### src/rtl/alu_pkg.sv
// Shared definitions for the execute-stage ALU: command encodings and status-bit positions.
// Used by alu and alu_adder; the optional illegal-command output is controlled by ALU_ILLEGAL_CMD_EN.
package alu_pkg;

    typedef enum logic [3:0] {
        CMD_MOV = 4'b0001,
        CMD_ADD = 4'b0010,
        CMD_ADC = 4'b0011,
        CMD_SUB = 4'b0100,
        CMD_SBC = 4'b0101,
        CMD_AND = 4'b0110,
        CMD_ORR = 4'b0111,
        CMD_EOR = 4'b1000,
        CMD_MVN = 4'b1001
    } exe_cmd_e;

    localparam int STATUS_N = 3;
    localparam int STATUS_Z = 2;
    localparam int STATUS_C = 1;
    localparam int STATUS_V = 0;

    // True only for the nine encodings above; 0000 and 1010..1111 are undefined.
    function automatic logic is_defined_cmd(input logic [3:0] cmd);
        logic ok;
        ok = 1'b0;
        case (cmd)
            CMD_MOV, CMD_MVN, CMD_ADD, CMD_ADC, CMD_SUB,
            CMD_SBC, CMD_AND, CMD_ORR, CMD_EOR: ok = 1'b1;
            default: ok = 1'b0;
        endcase
        return ok;
    endfunction

    // Commands that route through the shared adder.
    function automatic logic is_arith_cmd(input logic [3:0] cmd);
        logic ok;
        ok = 1'b0;
        case (cmd)
            CMD_ADD, CMD_ADC, CMD_SUB, CMD_SBC: ok = 1'b1;
            default: ok = 1'b0;
        endcase
        return ok;
    endfunction

endpackage

### src/rtl/alu_adder.sv
// Combinational WIDTH-bit adder with carry-in, reporting carry-out and signed overflow.
// One instance serves ADD/ADC/SUB/SBC; the caller pre-inverts b for subtraction.
module alu_adder #(
    parameter int WIDTH = 32
) (
    input  logic [WIDTH-1:0] a,
    input  logic [WIDTH-1:0] b,
    input  logic             cin,
    output logic [WIDTH-1:0] sum,
    output logic             cout,
    output logic             ovf
);

    logic [WIDTH:0] full;

    always_comb begin
        full = {1'b0, a} + {1'b0, b} + {{WIDTH{1'b0}}, cin};
        sum  = full[WIDTH-1:0];
        cout = full[WIDTH];
        // Overflow: both adder inputs share a sign and the result sign differs.
        ovf  = (a[WIDTH-1] == b[WIDTH-1]) && (full[WIDTH-1] != a[WIDTH-1]);
    end

endmodule

### src/rtl/alu.sv
// Execute-stage integer ALU: nine ops, registered result and {N,Z,C,V} with one-cycle latency.
// Define ALU_ILLEGAL_CMD_EN to add the registered illegalCmd output for undefined EXE_CMD codes.
module alu
    import alu_pkg::*;
#(
    parameter int WIDTH = 32
) (
    input  logic             clk,
    input  logic             rst_n,
    input  logic [WIDTH-1:0] value1,
    input  logic [WIDTH-1:0] value2,
    input  logic             carryIn,
    input  logic [3:0]       EXE_CMD,
    output logic [3:0]       status,
`ifdef ALU_ILLEGAL_CMD_EN
    output logic             illegalCmd,
`endif
    output logic [WIDTH-1:0] ALUResult
);

    // Interface contract: no handshake; a new operation is accepted on every rising
    // edge with rst_n high, and its result appears on the outputs after that edge.

    logic [WIDTH-1:0] add_b;
    logic             add_cin;
    logic [WIDTH-1:0] add_sum;
    logic             add_cout;
    logic             add_ovf;

    logic [WIDTH-1:0] result_next;
    logic [3:0]       status_next;
    logic             arith;

    // Operand/carry steering for the shared adder.
    always_comb begin
        add_b   = value2;
        add_cin = 1'b0;
        case (EXE_CMD)
            CMD_ADD: begin
                add_b   = value2;
                add_cin = 1'b0;
            end
            CMD_ADC: begin
                add_b   = value2;
                add_cin = carryIn;
            end
            CMD_SUB: begin
                add_b   = ~value2;
                add_cin = 1'b1;
            end
            CMD_SBC: begin
                add_b   = ~value2;
                add_cin = carryIn;
            end
            default: begin
                add_b   = value2;
                add_cin = 1'b0;
            end
        endcase
    end

    alu_adder #(
        .WIDTH (WIDTH)
    ) u_adder (
        .a    (value1),
        .b    (add_b),
        .cin  (add_cin),
        .sum  (add_sum),
        .cout (add_cout),
        .ovf  (add_ovf)
    );

    always_comb begin
        result_next = '0;
        case (EXE_CMD)
            CMD_MOV: result_next = value2;
            CMD_MVN: result_next = ~value2;
            CMD_ADD,
            CMD_ADC,
            CMD_SUB,
            CMD_SBC: result_next = add_sum;
            CMD_AND: result_next = value1 & value2;
            CMD_ORR: result_next = value1 | value2;
            CMD_EOR: result_next = value1 ^ value2;
            default: result_next = '0;
        endcase
    end

    // C and V are only meaningful for adder ops; logical/move/undefined clear them.
    always_comb begin
        arith                 = is_arith_cmd(EXE_CMD);
        status_next           = 4'b0000;
        status_next[STATUS_N] = result_next[WIDTH-1];
        status_next[STATUS_Z] = (result_next == '0);
        status_next[STATUS_C] = arith & add_cout;
        status_next[STATUS_V] = arith & add_ovf;
    end

    always_ff @(posedge clk or negedge rst_n) begin
        if (!rst_n) begin
            ALUResult <= '0;
            status    <= 4'b0000;
        end else begin
            ALUResult <= result_next;
            status    <= status_next;
        end
    end

`ifdef ALU_ILLEGAL_CMD_EN
    always_ff @(posedge clk or negedge rst_n) begin
        if (!rst_n) begin
            illegalCmd <= 1'b0;
        end else begin
            illegalCmd <= ~is_defined_cmd(EXE_CMD);
        end
    end
`endif

endmodule

### config.mk
export PLATFORM = sky130hd
export DESIGN_NAME = alu
export DESIGN_NICKNAME = d
export VERILOG_FILES = /design/src/rtl/alu_pkg.sv /design/src/rtl/alu_adder.sv /design/src/rtl/alu.sv
export SDC_FILE = /design/constraint.sdc
export NUM_CORES = 1
export LEC_CHECK = 0
export ABC_AREA = 1
export CORE_UTILIZATION = 60
export DETAILED_ROUTE_END_ITERATION = 8
export GPL_ROUTABILITY_DRIVEN = 0
export PLACE_DENSITY = 0.89
export SLEW_MARGIN = 15
export SYNTH_ARGS = -nofsm -noshare
export SYNTH_HDL_FRONTEND = slang
export SYNTH_SLANG_ARGS = --single-unit
### constraint.sdc
create_clock -name clk -period 1 [get_ports clk]
set_input_delay 0.15 -clock clk [delete_from_list [all_inputs] [get_ports clk]]
set_output_delay 0.15 -clock clk [all_outputs]
set_load 0.005 [all_outputs]
==> results.json, run 1 <==
{
  "status": "aborted with a tool error",
  "lastStage": "5_1_grt",
  "error_line": "[ERROR GRT-0116] Global routing finished with congestion. Check the congestion regions in the DRC Viewer.",
  "synth.avg_cell_area_sq_um": 5.89,
  "ctsRootBufferMaster": "clkbuf_8",
  "postCtsHoldBufs": 0,
  "async_flop_share_pct": 100,
  "syn_inst": 1052,
  "synth_mux_area_share_pct": 0,
  "ctsHtreeMaxLevel": 2,
  "synth_top_flop_cell": "dfrtp_1",
  "cts_buffers": 5,
  "grt_pass1_vias": 11386,
  "row_count": 36,
  "ys_warn_count": 0,
  "fp.dieW_um": 104,
  "clk_path_buf_depth": 2,
  "die_h_um": 104,
  "cts.sinks": 35,
  "design.portCount": 107,
  "synth.distinct_cells": 33,
  "synthXorXnorAreaFrac_pct": 4.52,
  "synth_compound_area_share_pct": 9.87,
  "initial_core_util_pct": 62.6,
  "synth_nets": 1220,
  "synth_adder_area_share_pct": 19.8,
  "synth_top_family_by_area": "simple AND/OR/NAND/NOR gates",
  "synth_edf_count": 0,
  "synth.cell_area_sq_um": 6200,
  "grt.total_usage_pct": 71.6,
  "synthSimpleGateAreaFrac_pct": 36.3,
  "ys_ff_latch": 35,
  "globalRouteOverflowTotal": 8,
  "grt_pass1_wl_um": 60100,
  "synth-seq-area-share_pct": 14.1,
  "hpwlAfterDp_um": 18700,
  "placed_area_sq_um": 9020,
  "portBuffers": 106,
  "grt_max_degree": 36
}
[cell families after synthesis]
family | Yosys count
buffers and inverters | 236
and+or+nand+nor | 548
DFF | 35
AOI/OAI and AO/OA | 104
adders and majority gates | 97
xor gates and xnor gates | 32
[per-layer routing]
layer	GRT overflow	GRT usage [%]
met2	6	91.2
met1	1	70.9
met4	1	77.1
met3	0	50.3
met5	0	19.0
[cell usage after synthesis (all sizes together), types with 4 or more instances]
cell type,count,area share (%)
dfrtp,35,14
buf,20,2.3
nor2,83,5.1
nand2,363,22
o21ai,52,4.2
xor2,32,4.5
or2,6,0.61
a211oi,18,2.2
o211ai,8,0.97
nand4,12,1.2
inv,214,13
ha,95,19
a21oi,21,1.7
nand3,66,5.3
nor3,4,0.32
nand3b,9,1.1
[stage by stage]
stage / setup TNS, ps / std cells / util (%) / worst slack [ps]
detailed placement: -71790 / 1478 / 91.0 / -2530
CTS: -44670 / 1508 / 95.9 / -1780
global placement: -67580 / 1478 / 91.0 / -2400
floorplan: -43440 / 1052 / - / -1840
[what timing repair did]
item                       4_1_cts
resized for setup              234
setup buffers                   23
gates cloned                     1
setup endpoints to repair       71
pin swaps                       54
==> run 2: changes to the inputs <==
--- a/config.mk
+++ b/config.mk
@@ -6,10 +6,10 @@
 export NUM_CORES = 1
 export LEC_CHECK = 0
 export ABC_AREA = 1
-export CORE_UTILIZATION = 60
+export CORE_UTILIZATION = 40
 export DETAILED_ROUTE_END_ITERATION = 8
 export GPL_ROUTABILITY_DRIVEN = 0
-export PLACE_DENSITY = 0.89
+export PLACE_DENSITY_LB_ADDON = 0.15
 export SLEW_MARGIN = 15
 export SYNTH_ARGS = -nofsm -noshare
 export SYNTH_HDL_FRONTEND = slang
==> results.json, run 2 <==
{
  "violations": "setup timing",
  "cpMostUsedCell": "nand3_4",
  "ys_ff_latch": 35,
  "cellLeakagePower_nw": 5.76,
  "cts_buffers": 5,
  "final-instance-count-excl-fill": 1587,
  "cp_max_fo": 5,
  "largest_reg_flops": 32,
  "fmax_mhz": 372,
  "crit_type": "in -> reg",
  "dp_cells": 1536,
  "syn_to_final_growth_pct": 68.6,
  "drt_wl_total_um": 21700,
  "viasPerCell": 4.94,
  "core_sq_um": 15100,
  "n_antenna_cell": 0,
  "wl_per_cell_um": 13.7,
  "grt_max_degree": 36,
  "holdWs_ps": 352,
  "switchingPower_w": 0.00369,
  "ant_nets": 0,
  "final_common_cell": "nand2_1",
  "syn_inst": 1052,
  "setup_tns_ps": -45680,
  "crit_slowest_cell": "fa_2",
  "worst_pin_slew_ps": 606,
  "cp_num_buf_inv": 5,
  "ctsHtreeMaxLevel": 2,
  "synth_edf_count": 0,
  "finalWorstSetupSlack_ps": -1690,
  "synth.cell_area_sq_um": 6200,
  "netSwitchingFraction_pct": 38.4,
  "slew_headroom_pct": 59.4,
  "vias": 7838,
  "drc": 0,
  "worst_setup_path_start_kind": "primary input",
  "slowest_delay_ps": 440,
  "final_cell_mix": "nand2_1 (268), buf_4 (222), inv_1 (193), ha_1 (79), nand2_2 (77)",
  "ys_warn_count": 0,
  "drt_iter0_drc": 462,
  "p_seq_share_pct": 17.2,
  "max_cap_viol_count": 0,
  "cts_tree": "built",
  "firstDrtPassIters": 5,
  "period_minus_slack_ps": 2690,
  "synth_top_flop_cell": "dfrtp_1",
  "die-area_sq_um": 16000,
  "ctsRootBufferMaster": "clkbuf_16",
  "rsz0062_at_grt": "yes",
  "layout.nets": 1566,
  "fin_crit_sh_pct": 269,
  "synth_common_cells": "nand2_1 (360), inv_1 (210), ha_1 (95)",
  "grt_pass1_vias": 7415,
  "end_kind": "register",
  "portBuffers": 106,
  "synth.avg_cell_area_sq_um": 5.89,
  "synth_top_area_share_pct": 21.8,
  "initial_core_util_pct": 40.9,
  "worst_ep_required_time_ps": 1210,
  "top_regs": "ALUResult x32, status x3",
  "irDropWorstVdd_mv": 0.673,
  "async_flop_share_pct": 100,
  "p_int_w": 0.00591,
  "setup_viol": 35,
  "cp_data_arrival_time_ps": 2900,
  "grt.total_usage_pct": 26.6,
  "cts.sinks": 35,
  "min_path_type": "in -> async",
  "layout-drive-gt1-share_pct": 36.4,
  "power_frac_clock_pct": 20.6,
  "cp_cell_sequence": "buf_12 -> inv_12 -> nor2_4 -> nand2_4 -> buf_12 -> xor2_2 -> fa_2 -> fa_2 -> nand3_2 -> nand3_4 -> buf_6 -> nand3_4 -> nand3_4 -> buf_4 -> nand2_2 -> nand3_1 -> nand3_1 -> nand2_1 -> nor2_1 -> nand4_1 -> nor2_1",
  "powerDensity_nw_per_um2": 918,
  "grt_pass1_wl_um": 34400,
  "status": "complete, but fails checks",
  "row_count": 45,
  "synth-seq-area-share_pct": 14.1,
  "globalRouteOverflowTotal": 0,
  "synth.distinct_cells": 33,
  "die_h_um": 127,
  "cp_top_family": "simple AND/OR/NAND/NOR gates",
  "slew_violations": 0,
  "largest-register": "ALUResult",
  "netlist.top_cell.by_area": "nand2_1",
  "cts.clk_slew.worst_paths_ps": 60,
  "fp.dieW_um": 127,
  "yosys-top-cells-area": "nand2_1 (22%), ha_1 (19%), dfrtp_1 (14%)",
  "finalHoldViolCount": 0,
  "clk_path_buf_depth": 2,
  "hpwlAfterDp_um": 16600,
  "synth_nets": 1220,
  "antenna_found_initial": 0,
  "combPwrFrac_pct": 62.2,
  "synthMostInstantiatedCell": "nand2_1",
  "design.portCount": 107
}
==> run 2: cell counts after synthesis <==
No cell type changed its count.
==> run 2: area by class of cell <==
cell class | count | area, sq um
fillers | 1257 | 4690
multi-input cells | 781 | 5270
well taps | 188 | 235
clock buffers | 6 | 129
flip-flops and latches | 35 | 876
repair buffers | 361 | 3060
inverters | 214 | 818
clock inverters | 2 | 60.1
==> run 2: power by group through the flow <==
stage	clock network, W	logic, W	registers [W]
after global routing	0.00208	0.00651	0.00166
after global placement	0	0.00473	0.00167
after floorplan	0	0.00227	0.00171
after CTS	0.00202	0.00534	0.00165
final	0.00198	0.00597	0.00165
after detailed placement	0	0.00480	0.00168
==> run 2: worst paths after layout <==
path | from | end | slack [ps] | depth (start not counted)
min in group clk | value1[31] | status[0]$_DFF_PN0_ | 560 | 4
setup / recovery | EXE_CMD[2] | status[2]$_DFF_PN0_ | -1690 | 21
max in group asynchronous | rst_n | ALUResult[16]$_DFF_PN0_ | 460 | 3
hold / removal | rst_n | ALUResult[3]$_DFF_PN0_ | 350 | 3
==> run 2: through the flow <==
stage          total power [W]  area [sq um]  setup slack (ps)  util, %
3_5_place_dp           0.00648          9100             -2470     60.1
6_report               0.00960         10500             -1690     69.0
4_1_cts                0.00901         10000             -1650     66.0
2_1_floorplan          0.00398          6310             -1840        -
3_3_place_gp           0.00641          9100             -2430     60.1
5_1_grt                 0.0103         10500             -1850     69.0
==> run 2: cells by family (layout without fill, tap and decap cells) <==
family | after synthesis | count (layout) | share of synthesized area (%)
flip-flops | 35 | 35 | 14.1
AND/OR/NAND/NOR | 548 | 548 | 36.3
XOR/XNOR | 32 | 32 | 4.52
AO/OA/AOI/OAI | 104 | 104 | 9.87
adder cells (fa/ha/maj) | 97 | 97 | 19.8
buffers and inverters | 236 | 583 | 15.4
==> run 2: what timing repair did <==
action | 4_1_cts | 5_1_grt
hold buffers | 1 | 0
resized for setup | 266 | 129
pin swaps | 67 | 56
gates cloned | 1 | 0
hold endpoints to repair | 35 | 0
buffers inserted | 26 | 19
endpoints found under the setup margin | 71 | 55
==> run 2: metal layers <==
layer,up-vias,track usage (%),part of all wire [%]
met5,-,0,0
met4,0,8.43,1.9
met3,37,3.21,6.5
met2,274,44.0,46
met1,3583,36.0,46
li1,3944,-,-
No activity file was read; power rests on OpenSTA's default activity.
==> run 3: changes to the inputs <==
--- a/config.mk
+++ b/config.mk
@@ -6,7 +6,9 @@
 export NUM_CORES = 1
 export LEC_CHECK = 0
 export ABC_AREA = 1
+export CAP_MARGIN = 25
 export CORE_UTILIZATION = 40
+export CTS_CLUSTER_SIZE = 8
 export DETAILED_ROUTE_END_ITERATION = 8
 export GPL_ROUTABILITY_DRIVEN = 0
 export PLACE_DENSITY_LB_ADDON = 0.15
==> constraint.sdc (replaced) <==
create_clock -name clk -period 3.5 [get_ports clk]
set_input_delay 0.525 -clock clk [delete_from_list [all_inputs] [get_ports clk]]
set_output_delay 0.525 -clock clk [all_outputs]
set_load 0.005 [all_outputs]
==> results.json, run 3 (synthesized netlist as in run 2, its figures left out) <==
{
  "max_cap_viol_count": 0,
  "largest_reg_flops": 32,
  "viasPerCell": 4.77,
  "final_cell_mix": "nand2_1 (359), inv_1 (210), buf_4 (113), clkdlybuf4s50_1 (103), ha_1 (94)",
  "drc": 0,
  "crit_type": "in -> reg",
  "cp_top_family": "simple AND/OR/NAND/NOR gates",
  "cellLeakagePower_nw": 4.84,
  "worst_ep_required_time_ps": 3710,
  "finalHoldViolCount": 0,
  "final_common_cell": "nand2_1",
  "worst_setup_path_start_kind": "primary input",
  "stdcell_area_sq_um": 8470,
  "cp_max_fo": 3,
  "holdWs_ps": 656,
  "cpMostUsedCell": "nand3_1",
  "die-area_sq_um": 16000,
  "crit_slowest_cell": "clkdlybuf4s50_1",
  "clk_path_buf_depth": 2,
  "placed_area_sq_um": 8210,
  "slew_violations": 0,
  "ctsRootBufferMaster": "clkbuf_16",
  "end_kind": "register",
  "syn_to_final_growth_pct": 36.5,
  "grt_pass1_wl_um": 30100,
  "final_util_pct": 55.9,
  "n_antenna_cell": 0,
  "cp_data_arrival_time_ps": 3440,
  "largest-register": "ALUResult",
  "ant_nets": 0,
  "vias": 6901,
  "cp_num_buf_inv": 3,
  "design.portCount": 107,
  "hpwlAfterDp_um": 15400,
  "firstDrtPassIters": 5,
  "die_h_um": 127,
  "portBuffers": 106,
  "layout-drive-gt1-share_pct": 11.9,
  "fp.dieW_um": 127,
  "initial_core_util_pct": 40.9,
  "status": "complete, no violations",
  "grt_max_degree": 36,
  "rsz0062_at_grt": "no",
  "drt_iter0_drc": 288,
  "cts_buffers": 5,
  "slew_headroom_pct": 58.7,
  "antenna_found_initial": 0,
  "top_regs": "ALUResult x32, status x3",
  "grt_pass1_vias": 6469,
  "period_minus_slack_ps": 3230,
  "grt.total_usage_pct": 23.3,
  "ctsHtreeMaxLevel": 2,
  "setup_tns_ps": 0,
  "min_path_type": "in -> async",
  "core_sq_um": 15100,
  "row_count": 45,
  "cp_cell_sequence": "clkdlybuf4s50_1 -> nor2_1 -> a32o_1 -> fa_2 -> fa_2 -> buf_4 -> buf_4 -> nand3_1 -> nand3_1 -> nand3_1 -> nand3_1 -> nand3_1 -> nand4_1 -> nor2_1 -> nand2_1 -> nor2_1",
  "fin_crit_sh_pct": 92.4,
  "globalRouteOverflowTotal": 0,
  "layout.nets": 1425,
  "worst_pin_slew_ps": 616,
  "cts.clk_slew.worst_paths_ps": 50,
  "finalPower_w": 0.00230,
  "wl_per_cell_um": 12.4,
  "drt_wl_total_um": 17900,
  "cts.sinks": 35,
  "slowest_delay_ps": 510,
  "cts_tree": "built",
  "fmax_mhz": 309,
  "irDropWorstVdd_mv": 0.189,
  "setup_viol": 0,
  "powerDensity_nw_per_um2": 271
}
[run 3: cell count changes in the layout (fill, tap and decap cells not counted), moves of 16 or more]
| cell | delta |
|---|---|
| buf_6 | -21 |
| nand2_2 | -73 |
| nor2_4 | -16 |
| inv_1 | +17 |
| nor2_1 | +28 |
| clkbuf_2 | -20 |
| nand3_1 | +18 |
| clkdlybuf4s50_1 | +42 |
| buf_4 | -109 |
| nand2_1 | +91 |
| nand2_4 | -18 |
[run 3: path summary, 6_finish.rpt]
path | slack, ps | from | to | cells after the start
min | 660 | rst_n | ALUResult[2]$_DFF_PN0_ | 2
min in group clk | 970 | value1[31] | status[0]$_DFF_PN0_ | 3
max | 270 | EXE_CMD[0] | status[2]$_DFF_PN0_ | 16
max in group asynchronous | 2540 | rst_n | ALUResult[27]$_DFF_PN0_ | 2
[run 3: layer usage]
metal / vias to the layer above / GRT usage (%) / part of all wire [%]
met4: 0 / 5.10 / 1.0
met3: 14 / 1.01 / 3.8
li1: 3660 / - / -
met1: 3068 / 33.7 / 52
met5: - / 0 / 0
met2: 159 / 38.2 / 43
[run 3: cell type report]
class	count	area (sq um)
clock inverter	2	60.1
multi-input combinational	781	4430
timing repair buffer	220	1940
fill	1560	6680
sequential	35	876
inverter	214	803
tap	188	235
clock buffer	6	129
[run 3: repair_timing]
action / in CTS / in global routing
hold buffers: 0 / 0
gates resized for setup: 2 / 15
pin swaps: 0 / 8
setup buffers: 0 / 1
endpoints found under the setup margin: 1 / 2
[run 3: power by group]
part	internal [W]	switching [W]
clock network	0.000407	0.000148
registers	0.000459	0.0000141
logic	0.000605	0.000663
total	0.00147	0.000825
[run 3: through the flow]
| stage | setup slack [ps] | cells |
|---|---|---|
| 2_1_floorplan | 11.3 | 1052 |
| 5_1_grt | 27.2 | 1446 |
| 6_report | 267 | 1446 |
| 4_1_cts | 27.4 | 1445 |
| 3_5_place_dp | -394 | 1437 |
| 3_3_place_gp | -343 | 1437 |
